**src/rtl/alu_issue_ctrl_if.sv**
```systemverilog
// Operation handshake (in_*) and result handshake (res_*) around alu_issue_ctrl.
// master = producer of operations / consumer of results; slave = the issue stage.
interface alu_issue_ctrl_if;
   logic        in_valid;
   logic        in_ready;
   logic [2:0]  in_op;
   logic [31:0] in_a;
   logic [31:0] in_b;
   logic        in_use_acc;
   logic        res_valid;
   logic        res_ready;
   logic [31:0] res_data;
   logic        res_overflow;
   logic        res_zero;
   logic        res_negative;

   modport master (
      output in_valid, in_op, in_a, in_b, in_use_acc, res_ready,
      input  in_ready, res_valid, res_data, res_overflow, res_zero, res_negative
   );

   modport slave (
      input  in_valid, in_op, in_a, in_b, in_use_acc, res_ready,
      output in_ready, res_valid, res_data, res_overflow, res_zero, res_negative
   );
endinterface

```
**src/rtl/alu_issue_ctrl.sv**
```systemverilog
// Issue stage in front of alu32: registers one operation, lets the ALU settle for a cycle,
// then captures the result into a held buffer along with accumulator, sticky overflow and op counter.
module alu_issue_ctrl #(
   parameter int unsigned CNT_W    = 16,
   parameter logic [31:0] ACC_INIT = 32'd0
) (
   input  logic             clk,
   input  logic             reset,
   alu_issue_ctrl_if.slave  bus,
   output logic [31:0]      alu_A,
   output logic [31:0]      alu_B,
   output logic [2:0]       alu_control,
   input  logic [31:0]      alu_out,
   input  logic             alu_overflow,
   input  logic             alu_zero,
   input  logic             alu_negative,
   input  logic             clr_sticky,
   output logic             sticky_ovf,
   output logic [CNT_W-1:0] op_count
);
   typedef enum logic [1:0] {
      IDLE = 2'd0,
      EXEC = 2'd1,
      HOLD = 2'd2
   } state_t;

   state_t           state_reg;
   logic [31:0]      alu_a_reg;
   logic [31:0]      alu_b_reg;
   logic [2:0]       alu_ctl_reg;
   logic [31:0]      acc_reg;
   logic             res_valid_reg;
   logic [31:0]      res_data_reg;
   logic             res_ovf_reg;
   logic             res_zero_reg;
   logic             res_neg_reg;
   logic             sticky_reg;
   logic [CNT_W-1:0] op_count_reg;

   logic             in_ready_int;
   logic             accept;
   logic             exec_exit;
   logic [31:0]      operand_a;

   // In HOLD the buffer frees up in the same cycle the consumer takes it, giving back-to-back issue.
   assign in_ready_int = (state_reg == IDLE) || ((state_reg == HOLD) && bus.res_ready);
   assign accept       = bus.in_valid && in_ready_int;
   assign exec_exit    = (state_reg == EXEC);
   assign operand_a    = bus.in_use_acc ? acc_reg : bus.in_a;

   always_ff @(posedge clk or posedge reset) begin
      if (reset) begin
         state_reg     <= IDLE;
         alu_a_reg     <= 32'd0;
         alu_b_reg     <= 32'd0;
         alu_ctl_reg   <= 3'd0;
         acc_reg       <= ACC_INIT;
         res_valid_reg <= 1'b0;
         res_data_reg  <= 32'd0;
         res_ovf_reg   <= 1'b0;
         res_zero_reg  <= 1'b0;
         res_neg_reg   <= 1'b0;
         sticky_reg    <= 1'b0;
         op_count_reg  <= '0;
      end else begin
         // A capture with overflow takes priority over a simultaneous clear.
         sticky_reg <= (clr_sticky ? 1'b0 : sticky_reg) | (exec_exit & alu_overflow);

         if (accept) begin
            alu_a_reg   <= operand_a;
            alu_b_reg   <= bus.in_b;
            alu_ctl_reg <= bus.in_op;
         end

         case (state_reg)
            IDLE: begin
               res_valid_reg <= 1'b0;
               if (accept) begin
                  state_reg <= EXEC;
               end
            end
            EXEC: begin
               res_data_reg  <= alu_out;
               res_ovf_reg   <= alu_overflow;
               res_zero_reg  <= alu_zero;
               res_neg_reg   <= alu_negative;
               acc_reg       <= alu_out;
               op_count_reg  <= op_count_reg + CNT_W'(1);
               res_valid_reg <= 1'b1;
               state_reg     <= HOLD;
            end
            HOLD: begin
               if (bus.res_ready) begin
                  res_valid_reg <= 1'b0;
                  state_reg     <= bus.in_valid ? EXEC : IDLE;
               end
            end
            default: begin
               res_valid_reg <= 1'b0;
               state_reg     <= IDLE;
            end
         endcase
      end
   end

   assign bus.in_ready     = in_ready_int;
   assign bus.res_valid    = res_valid_reg;
   assign bus.res_data     = res_data_reg;
   assign bus.res_overflow = res_ovf_reg;
   assign bus.res_zero     = res_zero_reg;
   assign bus.res_negative = res_neg_reg;
   assign alu_A            = alu_a_reg;
   assign alu_B            = alu_b_reg;
   assign alu_control      = alu_ctl_reg;
   assign sticky_ovf       = sticky_reg;
   assign op_count         = op_count_reg;
endmodule
```
**src/flat_wrapper.sv**
```systemverilog
// flat-port wrapper written by rule: the top's interface ports become plain ports
module alu_issue_ctrl_flat 
#(
   parameter int unsigned CNT_W    = 16,
   parameter logic [31:0] ACC_INIT = 32'd0
)
  (clk, reset, alu_A, alu_B, alu_control, alu_out, alu_overflow, alu_zero, alu_negative, clr_sticky, sticky_ovf, op_count, bus_in_valid, bus_in_op, bus_in_a, bus_in_b, bus_in_use_acc, bus_res_ready, bus_in_ready, bus_res_valid, bus_res_data, bus_res_overflow, bus_res_zero, bus_res_negative);
  alu_issue_ctrl_if bus_i ();
  input  logic clk;
  input  logic reset;
  output logic [31:0] alu_A;
  output logic [31:0] alu_B;
  output logic [2:0] alu_control;
  input  logic [31:0] alu_out;
  input  logic alu_overflow;
  input  logic alu_zero;
  input  logic alu_negative;
  input  logic clr_sticky;
  output logic sticky_ovf;
  output logic [CNT_W-1:0] op_count;
  input wire logic [$bits(bus_i.in_valid)-1:0] bus_in_valid;
  input wire logic [$bits(bus_i.in_op)-1:0] bus_in_op;
  input wire logic [$bits(bus_i.in_a)-1:0] bus_in_a;
  input wire logic [$bits(bus_i.in_b)-1:0] bus_in_b;
  input wire logic [$bits(bus_i.in_use_acc)-1:0] bus_in_use_acc;
  input wire logic [$bits(bus_i.res_ready)-1:0] bus_res_ready;
  output wire logic [$bits(bus_i.in_ready)-1:0] bus_in_ready;
  output wire logic [$bits(bus_i.res_valid)-1:0] bus_res_valid;
  output wire logic [$bits(bus_i.res_data)-1:0] bus_res_data;
  output wire logic [$bits(bus_i.res_overflow)-1:0] bus_res_overflow;
  output wire logic [$bits(bus_i.res_zero)-1:0] bus_res_zero;
  output wire logic [$bits(bus_i.res_negative)-1:0] bus_res_negative;
  assign bus_i.in_valid = bus_in_valid;
  assign bus_i.in_op = bus_in_op;
  assign bus_i.in_a = bus_in_a;
  assign bus_i.in_b = bus_in_b;
  assign bus_i.in_use_acc = bus_in_use_acc;
  assign bus_i.res_ready = bus_res_ready;
  assign bus_in_ready = bus_i.in_ready;
  assign bus_res_valid = bus_i.res_valid;
  assign bus_res_data = bus_i.res_data;
  assign bus_res_overflow = bus_i.res_overflow;
  assign bus_res_zero = bus_i.res_zero;
  assign bus_res_negative = bus_i.res_negative;
  alu_issue_ctrl #(.CNT_W(CNT_W), .ACC_INIT(ACC_INIT)) u_core (.clk(clk), .reset(reset), .bus(bus_i), .alu_A(alu_A), .alu_B(alu_B), .alu_control(alu_control), .alu_out(alu_out), .alu_overflow(alu_overflow), .alu_zero(alu_zero), .alu_negative(alu_negative), .clr_sticky(clr_sticky), .sticky_ovf(sticky_ovf), .op_count(op_count));
endmodule
```
**config.mk**
```make
export PLATFORM = sky130hd
export DESIGN_NAME = alu_issue_ctrl_flat
export DESIGN_NICKNAME = d
export VERILOG_FILES = /design/src/rtl/alu_issue_ctrl_if.sv /design/src/rtl/alu_issue_ctrl.sv /design/src/flat_wrapper.sv
export SDC_FILE = /design/constraint.sdc
export NUM_CORES = 1
export LEC_CHECK = 0
export CORE_UTILIZATION = 55
export DETAILED_ROUTE_END_ITERATION = 8
export DONT_BUFFER_PORTS = 1
export PLACE_DENSITY = 0.68
export SETUP_SLACK_MARGIN = 0.02
export SYNTH_ARGS = -nofsm -noshare
export SYNTH_HDL_FRONTEND = slang
export SYNTH_SLANG_ARGS = --single-unit
```
**constraint.sdc**
```tcl
create_clock -name clk -period 5.55 [get_ports clk]
set_input_delay 0.8325 -clock clk [delete_from_list [all_inputs] [get_ports clk]]
set_output_delay 0.8325 -clock clk [all_outputs]
set_load 0.03 [all_outputs]
```
==> results of run 1 <==
[worst max path at each step]
| stage | startpoint | end | cells past startpoint |
|---|---|---|---|
| 6_report | u_core.state_reg[1] | u_core.alu_B[13] | 4 |
| 5_1_grt | u_core.state_reg[1] | u_core.op_count[9] | 4 |
| 4_1_cts | u_core.state_reg[1] | u_core.alu_B[13] | 4 |
| 3_5_place_dp | bus_res_ready | u_core.alu_B[13] | 4 |
| 3_3_place_gp | bus_res_ready | u_core.alu_B[17] | 4 |
| 2_1_floorplan | reset | u_core.alu_A[0] | 1 |
[metal layers]
| layer | share of wire (%) | track usage, % | vias to the layer above |
|---|---|---|---|
| li1 | - | - | 1331 |
| met5 | 0 | 0 | - |
| met1 | 39 | 26.54 | 1480 |
| met3 | 7.9 | 7.801 | 16 |
| met4 | 2.3 | 11.02 | 0 |
| met2 | 51 | 38.46 | 139 |
[metrics by stage]
step / utilization, % / setup slack (ns)
finish: 64.99 / 3.273
global route: 64.99 / 3.128
CTS: 64.99 / 3.254
detailed placement: 58.30 / 2.823
global placement: 58.30 / 2.878
floorplan: - / 1.475
[Yosys cell counts]
library cell and count:
dfrtp_1 122, nand2_1 114, mux2_2 80, mux2_4 19, xnor2_1 11, clkbuf_1 8
nand4_1 7, buf_2 6, inv_1 5, buf_6 4, xor2_1 4, buf_1 3
nor2_1 3, nand2b_1 2, nand3_1 2, nor3_1 2, o21ai_0 2, and2_4 1
and3_1 1, ha_1 1, nand4_4 1, nor2b_1 1, nor2b_4 1, nor4_2 1
o31ai_1 1
[cell families after synthesis]
| group | count (synthesis) |
|---|---|
| AO/OA/AOI/OAI | 3 |
| buffers and inverters | 26 |
| multiplexers | 99 |
| flip-flops | 122 |
| AND/OR/NAND/NOR | 136 |
| adder cells (fa/ha/maj) | 1 |
| XOR/XNOR | 15 |
[where the power goes]
part	total, uW	internal [uW]	leakage (uW)	switching, uW
Combinational	480	283	0.000921	196
Clock	1090	688	0.000279	402
Sequential	2020	1170	0.00149	846
Total	3590	2140	0.00269	1450
[cell type report]
type                    count  area, um2  share of cell area (%)
multi-input cells         254       1942                   33.77
flip-flops and latches    122       3053                   53.09
well taps                 108      135.1                   2.350
repair buffers              1      7.507                  0.1305
inverters                   5      21.27                  0.3699
clock inverters            13      170.2                   2.959
clock buffers              19      421.7                   7.332
[cells in the final DEF, fill, tap and decap left out, types with 2 or more instances in the layout]
cell type and count:
nor2b_4 2, nor2_1 3, mux2_2 80, nand2_1 114
xor2_1 4, inv_1 4, nand4_1 7, bufinv_16 3
xnor2_1 11, dfrtp_1 122, clkinvlp_4 3, clkbuf_1 2
inv_6 2, clkinv_4 4, nor3_1 2, mux2_4 19
clkbuf_16 16, nand3_1 2, o21ai_0 2
==> out/results.tsv, run 1 <==
metric	value	unit
ir_drop_worst_case_vdd	0.0003503	V
initial_core_util	57.86	%
fin_nets	510	
yosys.area_share.adder	0.2444	%
placed_area	5159	um2
synth_compound_gate_area_share	0.3421	%
crit_type	reg2reg	
setup-violations-final	0	
r2r-end	u_core.alu_B[13]	
clockRootBuffer	clkbuf_8	
r2r_setup_slack	3.27	ns
power_density_of_the_placed_cells	623.5	nW/um2
cp_slowest_cell	and2_4	
grt_max_degree	69	
syn_inst	402	
layout.filler_cells	686	
p_leak	0.002691	uW
fin_hold_ws	0.3454	ns
ys_top_cells_by_area	dfrtp_1, mux2_2, nand2_1, mux2_4, xnor2_1	
finalNonFillerCells	522	
synth.ff_latch_count	122	
yosys.area.top_type	dfrtp_1	
worst_clock_skew	0.01166	ns
crit_start_category	flip-flop	
grt_util_all_layers	22.93	%
slowest_stage_delay_on_critical_path	0.83	ns
transition_at_the_pin_with_the_smallest_max_transition_slack	1.028	ns
post-layout-total-power	3585	uW
worstPathArrival	2.65	ns
dominant_combinational_cell_family_by_area_after_synthesis	multiplexers	
firstDrtPassIters	6	
ys.warnings.count	0	
synth_cell_types	25	
critical_path_data_required_time	5.93	ns
final_cell_area	5751	um2
period_needed	2.277	ns
first_iter_violations	93	
final_tns_setup	0	ns
slew_violations	0	
postSynthAreaPerCell	12.74	um2
grt.overflow.total	0	
floorplan.die.width	98.48	um
via_per_inst	5.682	
cts.sink_count	122	
mappedNetlistArea	5120	um2
post_synth_xor_area_fraction	2.566	%
crit_family	simple AND/OR/NAND/NOR gates	
status	finished, violations left	
clk_pin_slew_worst_paths	0.06	ns
wire_per_inst	20.16	um
grt_setup_unrepaired	false	
number_of_buffers_added_to_fix_hold_violations_after_cts	0	
tritoncts.num_buffers	17	
fmax	439.2	MHz
synth.yosys.seq_area_share	59.63	%
synth_mux_area_share	23.17	%
critical_path.n_buffers_inverters	0	
grt_first_pass_wirelength	16.93	mm
placeableCoreArea	8848	um2
drc_errors	13	
timing.final.crit_share	41.02	%
final_layout_size_suffix_gt1_share	33.09	%
port-buffer-count	0	
initial_antenna_violation_count	0	
place.detailed.instances	490	
worst_slew_margin_rel	31.31	%
io-pin-count	229	
final_hold_viol_count	0	
clock_tree.buffer_depth	2	
r2r_cells	4	
max_cap_viol_count	0	
post_cts_resized	0	
route.vias.total	2966	
top_cell_type_s_share_of_synthesized_area	59.63	%
dp_hpwl	6.992	mm
ant_nets	0	
path_max_fanout	68	
r2r_path_start	u_core.state_reg[1]	
num_rows	34	
die-area	9698	um2
cp-end-kind	flip-flop	
globalplace.congestion	0.7273	
violations_in_the_final_reports	design-rule violations	
post_cts.repair.setup_buffers	0	
clock_tree.htree_level_count	4	
postRouteWirelength	10.53	mm
min-delay-path-class	in2async	
tritoncts	done	
die_h	98.48	um
n_antenna_cell	0	
syn_nets	511	
synthToLayoutAreaGrowth	12.32	%
vias_in_the_first_global_route	3234	
cp_cell_sequence	nand2b_1 -> nor2b_4 -> and2_4 -> mux2_2	
clock_latency	0.50	ns
synth_simple_gate_area_share	11.41	%
Power figures use the tool's default switching activity.
==> run 2, diff against run 1 <==
Settings changed: PLACE_DENSITY 0.68 to 0.71.
Clock period 5.55 ns to 2 ns, I/O delays scaled along.
==> run 2 against run 1 <==
  * Clock-buffer cell count fell by 1
  * Via count rose by 14%
  * Critical path type unchanged
  * First-iteration DRC count rose by 32%
  * Global-route usage rose by 4.6 points
  * Die area did not move
  * The flow still finishes with violations (design-rule violations)
==> out/results.tsv, run 2 (synthesis gave the netlist of run 1 again) <==
metric	value	unit
critical_path_data_required_time	2.44	ns
period_needed	1.797	ns
status	finished, violations left	
initial_antenna_violation_count	0	
num_rows	34	
grt_util_all_layers	27.55	%
route.vias.total	3391	
layout.cells.most_common_list	dfrtp_1, nand2_1, mux2_2	
fin_hold_ws	0.04064	ns
first_iter_violations	123	
clock_tree.buffer_depth	2	
synthToLayoutAreaGrowth	29.79	%
vias_in_the_first_global_route	3890	
final_hold_viol_count	0	
worst_setup_slack_post_dpl	0.3901	ns
r2r_setup_slack	0.20	ns
dp_hpwl	7.602	mm
r2r-end	u_core.sticky_ovf	
fmax	556.5	MHz
tritoncts.num_buffers	17	
power_density_of_the_placed_cells	1554	nW/um2
clockRootBuffer	clkbuf_8	
grt_setup_unrepaired	false	
r2r_path_start	u_core.state_reg[0]	
worstHoldStart	bus_res_ready	
grtUsageMet1	28.12	%
crit_start_category	flip-flop	
cts.sink_count	122	
grt_most_used_layer	met2	
timing.final.crit_share	89.85	%
gr-usage-met3	11.49	%
globalplace.congestion	0.7763	
final_cell_area	6645	um2
via_per_inst	5.559	
p_leak	0.003097	uW
global_route.usage.met2	49.40	%
wire_per_inst	20.53	um
postRouteWirelength	12.52	mm
ant_nets	0	
n_antenna_cell	0	
grt.overflow.total	0	
layout_setup_ws	0.2031	ns
io-pin-count	229	
initial_core_util	57.86	%
port-buffer-count	0	
post_cts.repair.setup_buffers	0	
clk_pin_slew_worst_paths	0.06	ns
crit_type	reg2reg	
worst_slew_margin_rel	69.59	%
layout.filler_cells	594	
clock_tree.htree_level_count	4	
grt_first_pass_wirelength	20.00	mm
min_to	u_core.bus.res_valid	
min-delay-path-class	in2reg	
setup-violations-final	0	
final_tns_setup	0	ns
die-area	9698	um2
fin_nets	598	
tritoncts	done	
transition_at_the_pin_with_the_smallest_max_transition_slack	0.4561	ns
worst_clock_skew	0.008825	ns
ir_drop_worst_case_vdd	0.0008116	V
die_h	98.48	um
holdPathStages	2	
worstPathArrival	2.23	ns
slew_violations	0	
floorplan.die.width	98.48	um
path_max_fanout	19	
layout_commonest_cell	dfrtp_1	
final_layout_size_suffix_gt1_share	30.48	%
violations_in_the_final_reports	design-rule violations	
layout.core_utilization	75.10	%
r2r_cells	5	
max_cap_viol_count	0	
grt_max_degree	64	
clock_latency	0.51	ns
cp-end-kind	flip-flop	
placeableCoreArea	8848	um2
firstDrtPassIters	7	
placed_area	5310	um2
drc_errors	13	
==> run 2: changes by cell type in the layout (fill, tap and decap cells not counted), moves of 2 or more <==
cell	before	now
buf_4	1	13
buf_12	0	3
dlygate4sd3_1	0	73
clkinv_4	4	6
inv_6	2	5
clkinvlp_4	3	1
==> run 2: routing by layer <==
metal | vias up | part of all wire (%) | wire length (um)
met3 | 36 | 8.2 | 1029
met4 | 0 | 3.5 | 444
met2 | 177 | 54 | 6711
li1 | 1507 | - | -
met5 | - | 0 | 0
met1 | 1671 | 35 | 4338
==> run 2: through the flow <==
stage | std cells | power (uW)
after floorplan | 402 | 6592
after global placement | 505 | 7025
after detailed placement | 505 | 7126
after CTS | 610 | 10360
after global routing | 610 | 10760
final | 610 | 10320
==> run 2: worst max-delay path by stage <==
stage,startpoint,slack [ns],end
floorplan,reset,0.20,u_core.alu_A[0]
global placement,u_core.state_reg[1],0.45,u_core.alu_B[5]
detailed placement,u_core.state_reg[1],0.39,u_core.alu_B[29]
CTS,u_core.state_reg[0],0.21,u_core.sticky_ovf
global route,u_core.state_reg[0],0.10,u_core.sticky_ovf
finish,u_core.state_reg[0],0.20,u_core.sticky_ovf
==> run 2: layout make-up <==
type                            instances  area [um2]  area share, %
Tap cell                              108       135.1          2.034
Timing Repair Buffer                   89       888.4          13.37
Sequential cell                       122        3053          45.94
Multi-Input combinational cell        254        1942          29.22
Clock inverter                         14       186.4          2.806
Inverter                                5       22.52         0.3389
Clock buffer                           18       417.9          6.289
==> run 2: power breakdown <==
part / switching [uW] / internal (uW)
sequential: 2250 / 3250
clock: 1160 / 1930
combinational: 771 / 975
==> run 2: worst max-delay path, cell delays in order, from the launching register on <==
cell and delay, ns:
dfrtp_1 0.46, nor2b_4 0.24, buf_4 0.28, nand2_1 0.10, o21ai_0 0.08, dlygate4sd3_1 0.57
==> run 2: what timing repair did <==
item / CTS / global route
endpoints found under the hold margin: 95 / 0
hold buffers: 73 / 0
resized for setup: 0 / 0
